===== src/rtl/fifo_dual_drain.sv =====
// fifo_dual_drain: drains up to two entries per cycle from a dual-ported FIFO
// into a 2-entry in-order staging buffer and presents them on two issue lanes.
// Lane 1 always carries the oldest staged entry; lane 2 retires only together
// with lane 1.
//
// Optional feature macro: DRAIN_STATS_EN adds saturating drain statistics
// counters (stat_dual, stat_single, stat_starve) and their ports.
//
// Timing note: out_ready_1/2 reach fifo_pop_1/2 through combinational logic
// so that a slot freed this cycle can be refilled in the same cycle.
//
// state | meaning
// EMPTY | no staged entries; both lanes invalid
// ONE   | slot0 valid; lane 1 valid
// TWO   | slot0 and slot1 valid; both lanes valid
module fifo_dual_drain #(
  parameter int DW    = 16,
  parameter int CNT_W = 32
) (
  input  logic          clk,
  input  logic          rst_n,
  input  logic          flush,
  input  logic          fifo_valid_1,
  input  logic          fifo_valid_2,
  input  logic [DW-1:0] fifo_data_1,
  input  logic [DW-1:0] fifo_data_2,
  output logic          fifo_pop_1,
  output logic          fifo_pop_2,
  output logic          out_valid_1,
  output logic [DW-1:0] out_data_1,
  input  logic          out_ready_1,
  output logic          out_valid_2,
  output logic [DW-1:0] out_data_2,
  input  logic          out_ready_2
`ifdef DRAIN_STATS_EN
  ,
  output logic [CNT_W-1:0] stat_dual,
  output logic [CNT_W-1:0] stat_single,
  output logic [CNT_W-1:0] stat_starve
`endif
);

  typedef enum logic [1:0] {
    EMPTY = 2'd0,
    ONE   = 2'd1,
    TWO   = 2'd2
  } state_t;

  state_t        state, state_next;
  logic [DW-1:0] slot0, slot1;
  logic [1:0]    occ, rem, occ_next;
  logic          fire1, fire2;

  assign out_valid_1 = (state != EMPTY);
  assign out_valid_2 = (state == TWO);
  assign out_data_1  = slot0;
  assign out_data_2  = slot1;

  // Fires, remaining count, refill pops and next occupancy
  always_comb begin
    occ        = 2'd0;
    fire1      = 1'b0;
    fire2      = 1'b0;
    rem        = 2'd0;
    fifo_pop_1 = 1'b0;
    fifo_pop_2 = 1'b0;
    occ_next   = 2'd0;
    state_next = state;
    case (state)
      ONE:     occ = 2'd1;
      TWO:     occ = 2'd2;
      default: occ = 2'd0;
    endcase
    fire1      = out_valid_1 & out_ready_1;
    fire2      = fire1 & out_valid_2 & out_ready_2;
    rem        = occ - {1'b0, fire1} - {1'b0, fire2};
    fifo_pop_1 = rst_n & fifo_valid_1 & (rem <= 2'd1) & ~flush;
    fifo_pop_2 = fifo_pop_1 & fifo_valid_2 & (rem == 2'd0);
    occ_next   = rem + {1'b0, fifo_pop_1} + {1'b0, fifo_pop_2};
    if (flush) begin
      state_next = EMPTY;
    end else begin
      case (occ_next)
        2'd1:    state_next = ONE;
        2'd2:    state_next = TWO;
        default: state_next = EMPTY;
      endcase
    end
  end

  // Occupancy state register
  always_ff @(posedge clk or negedge rst_n) begin
    if (!rst_n) state <= EMPTY;
    else        state <= state_next;
  end

  // Staging slots: compact on a single retire from TWO, refill behind survivors
  always_ff @(posedge clk or negedge rst_n) begin
    if (!rst_n) begin
      slot0 <= '0;
      slot1 <= '0;
    end else if (!flush) begin
      if (rem == 2'd1) begin
        if (state == TWO) slot0 <= slot1;
        if (fifo_pop_1)   slot1 <= fifo_data_1;
      end else if (rem == 2'd0) begin
        if (fifo_pop_1) slot0 <= fifo_data_1;
        if (fifo_pop_2) slot1 <= fifo_data_2;
      end
    end
  end

`ifdef DRAIN_STATS_EN
  logic starve;
  assign starve = (state == EMPTY) & ~fifo_valid_1;

  // Saturating drain statistics, cleared by flush
  always_ff @(posedge clk or negedge rst_n) begin
    if (!rst_n) begin
      stat_dual   <= '0;
      stat_single <= '0;
      stat_starve <= '0;
    end else if (flush) begin
      stat_dual   <= '0;
      stat_single <= '0;
      stat_starve <= '0;
    end else begin
      if (fire2 && stat_dual != '1)            stat_dual   <= stat_dual + CNT_W'(1);
      if (fire1 && !fire2 && stat_single != '1) stat_single <= stat_single + CNT_W'(1);
      if (starve && stat_starve != '1)          stat_starve <= stat_starve + CNT_W'(1);
    end
  end
`endif

  // Handshake invariants
  a_pop2_needs_pop1: assert property (@(posedge clk) disable iff (!rst_n)
    fifo_pop_2 |-> fifo_pop_1);
  a_pop1_needs_valid: assert property (@(posedge clk) disable iff (!rst_n)
    fifo_pop_1 |-> fifo_valid_1);
  a_lane2_needs_lane1: assert property (@(posedge clk) disable iff (!rst_n)
    out_valid_2 |-> out_valid_1);

endmodule


===== config.mk =====
export PLATFORM = sky130hd
export DESIGN_NAME = fifo_dual_drain
export DESIGN_NICKNAME = d
export VERILOG_FILES = /design/src/rtl/fifo_dual_drain.sv
export SDC_FILE = /design/constraint.sdc
export NUM_CORES = 1
export LEC_CHECK = 0
export ABC_AREA = 1
export BUFFER_PORTS_ARGS = -buffer_cell sky130_fd_sc_hd__buf_2
export CAP_MARGIN = 10
export CORE_UTILIZATION = 53
export DETAILED_ROUTE_END_ITERATION = 12
export GPL_TIMING_DRIVEN = 0
export PLACE_DENSITY = 0.85
export SKIP_CTS_REPAIR_TIMING = 1
export SLEW_MARGIN = 20
export SYNTH_ARGS = -nofsm -noshare
export SYNTH_HDL_FRONTEND = slang
export SYNTH_SLANG_ARGS = --single-unit

===== constraint.sdc =====
create_clock -name clk -period 4.58 [get_ports clk]
set_input_delay 0 -clock clk [delete_from_list [all_inputs] [get_ports clk]]
set_output_delay 0 -clock clk [all_outputs]
set_load 0.02 [all_outputs]

# After elaboration in Yosys (flattened, before gate mapping)
# Index checks and enable logic that the tools add are counted.
[word_totals] reg_bits=34 out_inout_bits=36 word_cells=41
[op_classes] muxes=10 n_addsub=4 n_eq_ne=7 bitwise_logic=9 n_lt_le_gt_ge=1 reduce_logical=7
[ops] op="16-bit two-way mux" count=7
[ops] op="1-bit AND" count=8
[ops] op="2-bit case mux with 2 select lines" count=2
[ops] op="4-bit AND reduction" count=2
[ops] op="2-bit nonzero test" count=4
[ops] op="2-bit by 1-bit == test with 1-bit output, second input constant" count=3
[ops] op="2-bit by 1-bit adder with 2-bit output" count=2
[ops] op="2-bit == test, second input constant" count=2
[ops] op="2-bit != test, second input constant" count=2
[ops] op="2-bit by 1-bit subtractor with 2-bit output" count=2
[ops] op="2-bit by 1-bit <= comparator with 1-bit output, second input constant" count=1
[ops] op="2-bit zero test" count=1
[ops] op="2-bit two-way mux" count=1
[ops] op="1-bit NOT" count=1

# Longest topological paths before layout
# Gate-level depths: netlist of the first run.
[depth] depth_word=14 ltp_mapped=13

# Worst setup path before layout of the first run
# OpenSTA, ideal clock, no wires.
[synth_path] path_type="register to register" startpoint="reg state[0]" endpoint="reg state[1]" setup_time_ns=0.071 setup_slack_ns=1.251 period_less_slack_ns=3.329 required_ns=4.509 arrival_time_ns=3.258 path_stages_with_launch=12 path_cell_list="dfrtp_1 -> inv_2 -> nand2_2 -> inv_1 -> nand3_1 -> fa_1 -> buf_2 -> clkbuf_1 -> nor3_1 -> fa_1 -> or2_2 -> nor2_1"
[synth_rtl] item="start, declared" line="49" text="state_t state, state_next;"
[synth_rtl] item="start signal, assigned" line="94" text="else state <= state_next;"
[synth_rtl] item="2-bit == test *" line="55" text="assign out_valid_2 = (state == TWO);"
[synth_rtl] item="named net out_valid_2" line="32" text="output logic out_valid_2,"
[synth_rtl] item="2-bit case mux with 2 select lines / 1-bit AND (equally long branches)" line="69, 75"
[synth_rtl] item="2-bit by 1-bit subtractor with 2-bit output / 1-bit AND (equally long branches)" line="76, 75"
[synth_rtl] item="2-bit by 1-bit subtractor with 2-bit output *" line="76" text="rem = occ - {1'b0, fire1} - {1'b0, fire2};"
[synth_rtl] item="2-bit by 1-bit <= comparator with 1-bit output" line="77" text="fifo_pop_1 = rst_n & fifo_valid_1 & (rem <= 2'd1) & ~flush;"
[synth_rtl] item="1-bit AND (2 in a row)" line="77"
[synth_rtl] item="1-bit AND" line="78" text="fifo_pop_2 = fifo_pop_1 & fifo_valid_2 & (rem == 2'd0);"
[synth_rtl] item="1-bit AND *" line="78"
[synth_rtl] item="named net fifo_pop_2" line="28" text="output logic fifo_pop_2,"
[synth_rtl] item="2-bit by 1-bit adder with 2-bit output *" line="79" text="occ_next = rem + {1'b0, fifo_pop_1} + {1'b0, fifo_pop_2};"
[synth_rtl] item="2-bit == test / 2-bit by 1-bit == test with 1-bit output (equally long branches)" line="83" text="case (occ_next)"
[synth_rtl] item="2-bit case mux with 2 select lines *" line="83"
[synth_rtl] item="2-bit two-way mux *" line="80" text="if (flush) begin"
[synth_rtl] item="named net state_next[1]" line="49"
# The timed path passes the listed nets; every way through them passes the cells marked *.
# A chain may end at the register's enable or synchronous reset.

# Final worst setup path of the first run
[layout_path] startpoint="reg state[0]" endpoint="reg state[1]"
[layout_via] elab_chain_len=14
[layout_lines] item="branches (longest 4 deep; another with 2-bit by 1-bit subtractor with 2-bit output)"
[layout_lines] item="2-bit by 1-bit subtractor with 2-bit output *" line="76"
[layout_lines] item="branches (longest 5 deep; another with 2-bit by 1-bit <= comparator with 1-bit output)"
[layout_lines] item="2-bit by 1-bit adder with 2-bit output *" line="79"
[layout_lines] item="2-bit == test / 2-bit by 1-bit == test with 1-bit output (equally long branches)" line="83"
[layout_lines] item="2-bit case mux with 2 select lines *" line="83"
[layout_lines] item="2-bit two-way mux *" line="80"
[layout_lines] item="named net state_next[1]" line="49"
# Mark *: on every way through the listed nets, which the timed path passes.

==> impl_metrics.env, run 1 <==
export IMPL_ios=75
export IMPL_track_usage_pct=28.4
export IMPL_ys_seq_elements=34
export IMPL_globalplace_congestion=0.887
export IMPL_drv_slew=0
export IMPL_cpPeakStageDelay_ns=0.56
export IMPL_fmax_mhz=327
export IMPL_syn_area_per_cell_um2=7.37
export IMPL_ant_nets=0
export IMPL_rsz0062_at_grt="false"
export IMPL_root_buffer="clkbuf_8"
export IMPL_placeableCoreArea_um2=3690
export IMPL_hold_path_endpoint="out_data_2[10]$_DFFE_PN0P_"
export IMPL_post_dp_hpwl_um=3980
export IMPL_die_h_um=64.4
export IMPL_worst_setup_path_start_kind="flip-flop"
export IMPL_min_delay_start="fifo_data_2[10]"
export IMPL_drc=0
export IMPL_numCtsBuffers=5
export IMPL_fillCellCount=325
export IMPL_synth_nets=321
export IMPL_synth_cell_types=22
export IMPL_cp_max_fo=10
export IMPL_via_per_inst=5.35
export IMPL_cp_arrival_ns=3.29
export IMPL_vias=2203
export IMPL_power_switching_mw=1.03
export IMPL_hold_path_class="in2reg"
export IMPL_hold_viol=0
export IMPL_crit_slowest_cell="fa_1"
export IMPL_netlist_area_um2=2060
export IMPL_placed_area_um2=2490
export IMPL_seq_area_um2=851
export IMPL_multi_input_area_um2=1080
export IMPL_worstMarginPinSlew_ns=0.757
export IMPL_syn2layout_area_growth_pct=26.2
export IMPL_crit_path_frequent_cell="fa_1"
export IMPL_cts_htree_levels=2
export IMPL_antenna_cells=0
export IMPL_synth_top_area_cell="dfrtp_1"
export IMPL_grt_util_met1_pct=37.2
export IMPL_yosysWarningCount=0
export IMPL_drv_cap=0
export IMPL_busiest_layer="met2"
export IMPL_critPathLaunch="state[0]$_DFF_PN0_"
export IMPL_setup_viol=0
export IMPL_port_buffers=74
export IMPL_row_count=22
export IMPL_grt_pass1_wl_um=9030
export IMPL_grt_max_degree=36
export IMPL_cts_tree="done"
export IMPL_tns_ns=0
export IMPL_p_leak_nw=1.55
export IMPL_nets=404
export IMPL_p_per_area_nw_per_um2=762
export IMPL_finalCritPeriodShare_pct=66.9
export IMPL_dr_pass1_iters=4
export IMPL_clk_pin_slew_worst_paths_ns=0.07
export IMPL_synth_area_leaders="dfrtp_1, nand2_1, nand4_1"
export IMPL_comb_power_share_pct=61.8
export IMPL_status="finished, final reports clean"
export IMPL_hold_depth=5
export IMPL_grt_pass1_vias=2018
export IMPL_synth_top_cell_area_share_pct=41.2
export IMPL_relSlewSlack_pct=49.5
export IMPL_antenna_found_initial=0
export IMPL_vdd_drop_max_uv=386
export IMPL_grt_overflow=0
export IMPL_drt_iter0_drc=141
export IMPL_cp_cell_sequence="inv_2 -> nand2_2 -> inv_1 -> nand3_1 -> fa_1 -> buf_2 -> clkbuf_1 -> nor3_1 -> fa_1 -> or2_2 -> nor2_1"
export IMPL_power_frac_seq_pct=26.6
export IMPL_skew_ns=0.00752
export IMPL_required_ns=4.81
export IMPL_cts_buffer_depth=2
export IMPL_ff2ff_path_depth=11
export IMPL_critPathKind="reg2reg"
export IMPL_critPathCaptureType="flip-flop"
export IMPL_insertion_delay_ns=0.29
export IMPL_initial_core_util_pct=56.0
export IMPL_fin_crit_ns=3.06
export IMPL_grt_use_met3_pct=4.75
export IMPL_ff2ff_setup_slack_ns=1.52
export IMPL_drive_gt1_share_pct=29.7
export IMPL_die_area_um2=4150
export IMPL_die_x_um=64.4
export IMPL_ys_seq_area_share_pct=41.2
export IMPL_stdcell_area_um2=2610
export IMPL_power_switching_share_pct=51.8
export IMPL_grtUsageMet2_pct=46.1
export IMPL_worstReg2RegEnd="state[1]$_DFF_PN0_"
export IMPL_synth_cells=280
export IMPL_p_clk_share_pct=11.6
export IMPL_p_int_mw=0.957
export IMPL_cts_num_sinks=34
export IMPL_r2r_start="state[0]$_DFF_PN0_"
export IMPL_wirelength_um=5530
export IMPL_avgRoutedWirePerCell_um=13.4
==> worst max path at each step <==
stage / end
final: state[1]$_DFF_PN0_
after global routing: state[1]$_DFF_PN0_
after CTS: state[1]$_DFF_PN0_
after detailed placement: state[1]$_DFF_PN0_
after global placement: state[1]$_DFF_PN0_
after floorplan: state[1]$_DFF_PN0_
==> power groups by stage <==
stage	Sequential (mW)	Combinational, mW	Clock, mW
2_1_floorplan	0.680	0.722	0
3_3_place_gp	0.526	1.18	0
3_5_place_dp	0.530	1.21	0
4_1_cts	0.525	1.22	0.230
5_1_grt	0.541	1.36	0.244
6_report	0.528	1.23	0.230
==> layer usage <==
metal	vias to the layer above	share of wire [%]
met2	112	47
met5	-	0
met1	1002	44
met4	0	1.9
li1	1076	-
met3	13	6.8
==> per-stage QoR <==
step / hold slack, ns / total power [mW] / util, % / setup slack [ns] / std cells
2_1_floorplan: -0.296 / 1.40 / - / 1.25 / 280
3_3_place_gp: 0.116 / 1.71 / 67.6 / 1.62 / 402
3_5_place_dp: 0.111 / 1.74 / 67.6 / 1.54 / 402
4_1_cts: -0.193 / 1.97 / 70.1 / 1.53 / 410
5_1_grt: 0.0312 / 2.15 / 70.7 / 1.36 / 412
6_report: 0.00256 / 1.99 / 70.7 / 1.52 / 412
==> cell usage in the layout (no fill, tap or decap), drive strengths merged, types with 2 or more instances in the layout <==
cell type,count
buf,86
clkbuf,13
dfrtp,34
dlygate4sd3,2
fa,2
inv,9
nand2,154
nand3,20
nand4,33
nor2,6
or2,2
==> cell type report <==
class	count	area share, %
clock buffer	7	3.31
multi-input combinational	219	41.4
buffer	18	3.84
inverter	9	1.30
timing repair buffer	76	15.0
sequential	34	32.6
tap	48	2.30
clock inverter	1	0.192
==> worst max-delay path: cells and delay by family, from the launching register on <==
kind,cells,cell delay [ns]
AND/OR/NAND/NOR,5,0.70
adder cells (fa/ha/maj),2,1.04
flip-flops,1,0.40
buffers and inverters,4,0.85
==> state kept, by name, summed over array words and instances (netlist names) <==
register    count
out_data_1     16
out_data_2     16
state           2
==> synthesized netlist by cell type <==
master / n
nand4_4: 1
nor3_1: 1
nor2_2: 1
buf_6: 2
nor2_8: 1
buf_2: 8
nor2_4: 1
inv_2: 1
fa_1: 2
nand3_4: 3
clkbuf_1: 6
nand2_2: 2
nand2_4: 3
nand2_1: 149
xnor2_1: 1
nand4_1: 32
nor2_1: 3
dfrtp_1: 34
buf_4: 2
or2_2: 2
inv_1: 8
nand3_1: 17
==> cell families (layout without fill, tap and decap cells) <==
kind of cell	after synthesis	in the layout	share of synthesized area, %
simple gates	216	216	49.9
flops	34	34	41.2
buf+inv	27	111	6.48
fa+ha+maj	2	2	1.94
xor+xnor	1	1	0.424
Power figures use the tool's default switching activity.
==> run 2, diff against run 1 <==
Settings changed: CORE_UTILIZATION 53 to 45, PLACE_DENSITY 0.85 to 0.77.
Clock period 4.58 ns to 2.7 ns, I/O delays scaled along.
==> impl_metrics.env, run 2 (synthesized netlist as in run 1, its figures left out) <==
export IMPL_status="finished with violations"
export IMPL_violations="hold timing"
export IMPL_final_cell_mix="nand2_1, buf_2, dfrtp_1, nand4_1, nand3_1"
export IMPL_p_int_mw=1.75
export IMPL_power_frac_seq_pct=25.7
export IMPL_setup_viol=0
export IMPL_globalplace_congestion=0.790
export IMPL_cts_num_sinks=34
export IMPL_postLayoutCoreUtil_pct=61.4
export IMPL_p_clk_share_pct=13.1
export IMPL_nets=405
export IMPL_dr_pass1_iters=4
export IMPL_p_per_area_nw_per_um2=1300
export IMPL_worstMarginPinSlew_ns=0.503
export IMPL_grt_overflow=0
export IMPL_placeableCoreArea_um2=4380
export IMPL_power_switching_share_pct=50.0
export IMPL_cts_buffer_depth=2
export IMPL_insertion_delay_ns=0.29
export IMPL_cts_htree_levels=2
export IMPL_worst_setup_path_start_kind="flip-flop"
export IMPL_relSlewSlack_pct=66.5
export IMPL_clk_pin_slew_worst_paths_ns=0.07
export IMPL_port_buffers=74
export IMPL_drc=0
export IMPL_root_buffer="clkbuf_8"
export IMPL_die_h_um=69.7
export IMPL_grt_pass1_wl_um=9060
export IMPL_antenna_cells=0
export IMPL_fmax_mhz=387
export IMPL_p_leak_nw=1.57
export IMPL_placedCellCount=406
export IMPL_finalCritPeriodShare_pct=95.7
export IMPL_layout_commonest_cell="nand2_1"
export IMPL_comb_power_share_pct=61.2
export IMPL_ant_nets=0
export IMPL_grt_pass1_vias=1955
export IMPL_drt_iter0_drc=126
export IMPL_antenna_found_initial=0
export IMPL_skew_ns=0.00568
export IMPL_post_dp_hpwl_um=4010
export IMPL_cp_arrival_ns=2.80
export IMPL_vias=2153
export IMPL_track_usage_pct=23.8
export IMPL_via_per_inst=5.16
export IMPL_drv_cap=0
export IMPL_cp_max_fo=10
export IMPL_fin_crit_ns=2.58
export IMPL_power_switching_mw=1.75
export IMPL_tns_ns=0
export IMPL_fin_cells=417
export IMPL_drv_slew=0
export IMPL_critPathCaptureType="flip-flop"
export IMPL_avgRoutedWirePerCell_um=13.3
export IMPL_die_area_um2=4860
export IMPL_initial_core_util_pct=47.1
export IMPL_required_ns=2.91
export IMPL_numCtsBuffers=5
export IMPL_row_count=24
export IMPL_die_x_um=69.7
export IMPL_critPathKind="reg2reg"
export IMPL_hold_viol=2
export IMPL_rsz0062_at_grt="false"
export IMPL_ios=75
export IMPL_wirelength_um=5550
export IMPL_drive_gt1_share_pct=31.2
export IMPL_hold_ws_ns=-0.00103
export IMPL_cts_tree="done"
export IMPL_grt_max_degree=36
export IMPL_syn2layout_area_growth_pct=30.4
export IMPL_vdd_drop_max_uv=604
export IMPL_hold_path_class="in2reg"
-- run 2: critical path, stage by stage, from the launching register on --
cell and delay [ns]:
dfrtp_2 0.45, or2_4 0.26, nand2_2 0.08, fa_2 0.46, buf_6 0.16, clkbuf_8 0.16, nor3_4 0.13, fa_1 0.48
or2_4 0.24, nor2_1 0.08
-- run 2: worst paths after layout --
kind | start | to | slack, ns | depth (start not counted)
hold / removal | fifo_data_2[2] | out_data_2[2]$_DFFE_PN0P_ | -0.001 | 5
hold reg to reg | out_data_1[15]$_DFFE_PN0P_ | out_data_1[15]$_DFFE_PN0P_ | 0.47 | 2
setup reg to reg | state[1]$_DFF_PN0_ | state[1]$_DFF_PN0_ | 0.12 | 9
max in group asynchronous | rst_n | state[1]$_DFF_PN0_ | 2.26 | 3
setup / recovery | state[1]$_DFF_PN0_ | state[1]$_DFF_PN0_ | 0.12 | 9
min in group asynchronous | rst_n | out_data_1[10]$_DFFE_PN0P_ | 0.24 | 3
-- run 2: power by group through the flow --
stage                     Combinational [mW]  Clock, mW  Sequential, mW
after floorplan                         1.30          0            1.16
after global placement                  2.08          0           0.900
after detailed placement                2.12          0           0.907
after CTS                               2.14      0.463           0.899
after global routing                    2.38      0.484           0.926
final                                   2.15      0.460           0.900
-- run 2: per-layer routing --
layer / up-vias / global-route usage, % / share of wire [%]
met2: 81 / 40.2 / 47
met1: 984 / 30.8 / 45
met3: 6 / 5.23 / 6.6
li1: 1082 / - / -
met4: 0 / 6.44 / 0.86
met5: - / 0 / 0
-- run 2: area by class of cell --
class                      count  area, um2
tap                           52       65.1
sequential                    34        852
clock buffer                   7       76.3
inverter                       9       36.3
buffer                        18        116
fill                         405       1690
timing repair buffer          77        410
multi-input combinational    219       1110
clock inverter                 1       30.0
-- run 2: per-stage QoR --
step	cell area, um2	total power, mW	worst slack (ns)
5_1_grt	2690	3.79	0.0159
3_5_place_dp	2550	3.03	0.121
4_1_cts	2650	3.50	0.102
3_3_place_gp	2550	2.98	0.143
2_1_floorplan	2110	2.46	0.0312
6_report	2690	3.51	0.117
==> run 3, diff against run 2 <==
Settings changed: ABC_AREA 1 to unset, CORE_UTILIZATION 45 to 43, PLACE_DENSITY 0.77 to 0.75.
==> impl_metrics.env, run 3 <==
export IMPL_grt_max_degree=36
export IMPL_ant_nets=0
export IMPL_drive_gt1_share_pct=81.2
export IMPL_grt_pass1_wl_um=5420
export IMPL_cts_htree_levels=2
export IMPL_track_usage_pct=16.4
export IMPL_row_count=23
export IMPL_ys_flop_type="dfrtp_1"
export IMPL_via_per_inst=4.91
export IMPL_post_dp_hpwl_um=2760
export IMPL_skew_ns=0.00383
export IMPL_cts_tree="done"
export IMPL_cts_num_sinks=34
export IMPL_async_flop_share_pct=100
export IMPL_drc=0
export IMPL_ios=75
export IMPL_synth_edff_count=0
export IMPL_die_h_um=67.7
export IMPL_yosysWarningCount=0
export IMPL_synth_area_leaders="dfrtp_1, mux2_2, fa_1"
export IMPL_ys_top_cells_by_count="mux2_2, dfrtp_1"
export IMPL_syn_area_per_cell_um2=14.4
export IMPL_globalplace_congestion=0.735
export IMPL_finalCritPeriodShare_pct=98.5
export IMPL_required_ns=2.86
export IMPL_synth_top_area_cell="dfrtp_1"
export IMPL_antenna_found_initial=0
export IMPL_critPathKind="reg2reg"
export IMPL_synth_nets=170
export IMPL_wirelength_um=4060
export IMPL_hold_viol=0
export IMPL_final_cell_mix="buf_2, mux2_2, dfrtp_1, buf_4, clkbuf_8"
export IMPL_fmax_mhz=376
export IMPL_worstMarginPinSlew_ns=0.761
export IMPL_tns_ns=0
export IMPL_root_buffer="clkbuf_8"
export IMPL_cp_max_fo=7
export IMPL_die_area_um2=4580
export IMPL_layout_commonest_cell="buf_2"
export IMPL_placeableCoreArea_um2=4060
export IMPL_netlist_area_um2=1860
export IMPL_drt_iter0_drc=34
export IMPL_grt_overflow=0
export IMPL_relSlewSlack_pct=49.3
export IMPL_p_leak_nw=1.27
export IMPL_synth_cell_types=23
export IMPL_vias=1369
export IMPL_avgRoutedWirePerCell_um=14.6
export IMPL_vdd_drop_max_uv=669
export IMPL_cts_buffer_depth=2
export IMPL_insertion_delay_ns=0.27
export IMPL_synth_top_cell_area_share_pct=45.9
export IMPL_p_per_area_nw_per_um2=1360
export IMPL_ys_seq_area_share_pct=45.9
export IMPL_nets=269
export IMPL_grt_pass1_vias=1202
export IMPL_fin_cells=279
export IMPL_placedCellCount=253
export IMPL_status="finished, final reports clean"
export IMPL_die_x_um=67.7
export IMPL_port_buffers=74
export IMPL_worst_setup_path_start_kind="flip-flop"
export IMPL_fin_crit_ns=2.66
export IMPL_numCtsBuffers=5
export IMPL_dr_pass1_iters=2
export IMPL_yosysMostFrequentCell="mux2_2"
export IMPL_drv_cap=0
export IMPL_antenna_cells=0
export IMPL_setup_viol=0
export IMPL_critPathCaptureType="flip-flop"
export IMPL_clk_pin_slew_worst_paths_ns=0.06
export IMPL_cp_arrival_ns=2.82
export IMPL_hold_path_class="in2reg"
export IMPL_synth_cells=129
export IMPL_drv_slew=0
export IMPL_syn2layout_area_growth_pct=46.2
export IMPL_ys_seq_elements=34
export IMPL_initial_core_util_pct=45.7
run 3: cell count changes after synthesis, moves of 3 or more:
cell and delta:
nor3b_1 +3, mux2_2 +64, nand2_4 -3, nand3_4 -3
nand3_1 -16, nand2_1 -146, nand4_1 -32, clkbuf_1 -6
buf_2 -5, inv_1 -6
run 3: worst max-delay path, stage by stage, from the launching register on:
cell and delay, ns:
dfrtp_1 0.41, buf_4 0.15, and2b_2 0.19, fa_2 0.60, nand2_2 0.09, o21ai_4 0.19, buf_12 0.17, o221a_4 0.26
clkbuf_16 0.16, mux2_2 0.32
run 3: logic make-up (layout without fill, tap and decap cells):
group	after synthesis	in the layout	synth area share [%]
simple gates	16	16	6.68
buf+inv	9	109	3.44
flops	34	34	45.9
fa+ha+maj	2	2	2.16
mux	64	64	38.8
xor+xnor	2	2	1.96
compound gates	2	2	1.08
run 3: final timing paths:
| check | start | endpoint | slack [ns] | cells past startpoint |
|---|---|---|---|---|
| worst max register to register | state[0]$_DFF_PN0_ | out_data_1[11]$_DFFE_PN0P_ | 0.04 | 9 |
| min in group asynchronous | rst_n | out_data_2[2]$_DFFE_PN0P_ | 0.34 | 2 |
| worst min-delay path | flush | state[1]$_DFF_PN0_ | 0.02 | 2 |
| max in group asynchronous | rst_n | out_data_1[10]$_DFFE_PN0P_ | 1.87 | 2 |
| worst max-delay path | state[0]$_DFF_PN0_ | out_data_1[11]$_DFFE_PN0P_ | 0.04 | 9 |
| worst min register to register | out_data_1[7]$_DFFE_PN0P_ | out_data_1[7]$_DFFE_PN0P_ | 0.50 | 1 |
run 3: final cells by class:
class | count | area [um2]
fillers | 300 | 1350
multi-input cells | 86 | 1020
flip-flops and latches | 34 | 851
repair buffers | 93 | 584
plain buffers | 6 | 92.6
clock buffers | 7 | 86.3
well taps | 50 | 62.6
inverters | 2 | 7.51
clock inverters | 1 | 5.00
run 3: stage by stage:
step	setup WS (ns)	total power [mW]	hold slack, ns	instance area (um2)	util (%)
after floorplan	0.00565	2.29	-0.296	1880	-
after global placement	-0.0612	2.76	0.125	2310	56.9
after detailed placement	-0.0738	2.79	0.127	2310	56.9
after CTS	-0.0935	3.17	-0.174	2400	59.1
after global routing	-0.0353	3.89	0.0283	2710	66.9
final	0.0410	3.68	0.0229	2710	66.9
run 3: power breakdown:
group          internal [mW]  switching, mW
logic                   1.32           1.07
clock network          0.205          0.168
registers              0.771          0.145
run 3: metal layers:
metal  global-route usage [%]  up-vias  share of wire, %
met5                        0        -                 0
met4                     5.85        0              0.81
met3                     3.72        4               3.7
met2                     28.1       34                53
met1                     19.9      670                43
li1                         -      661                 -
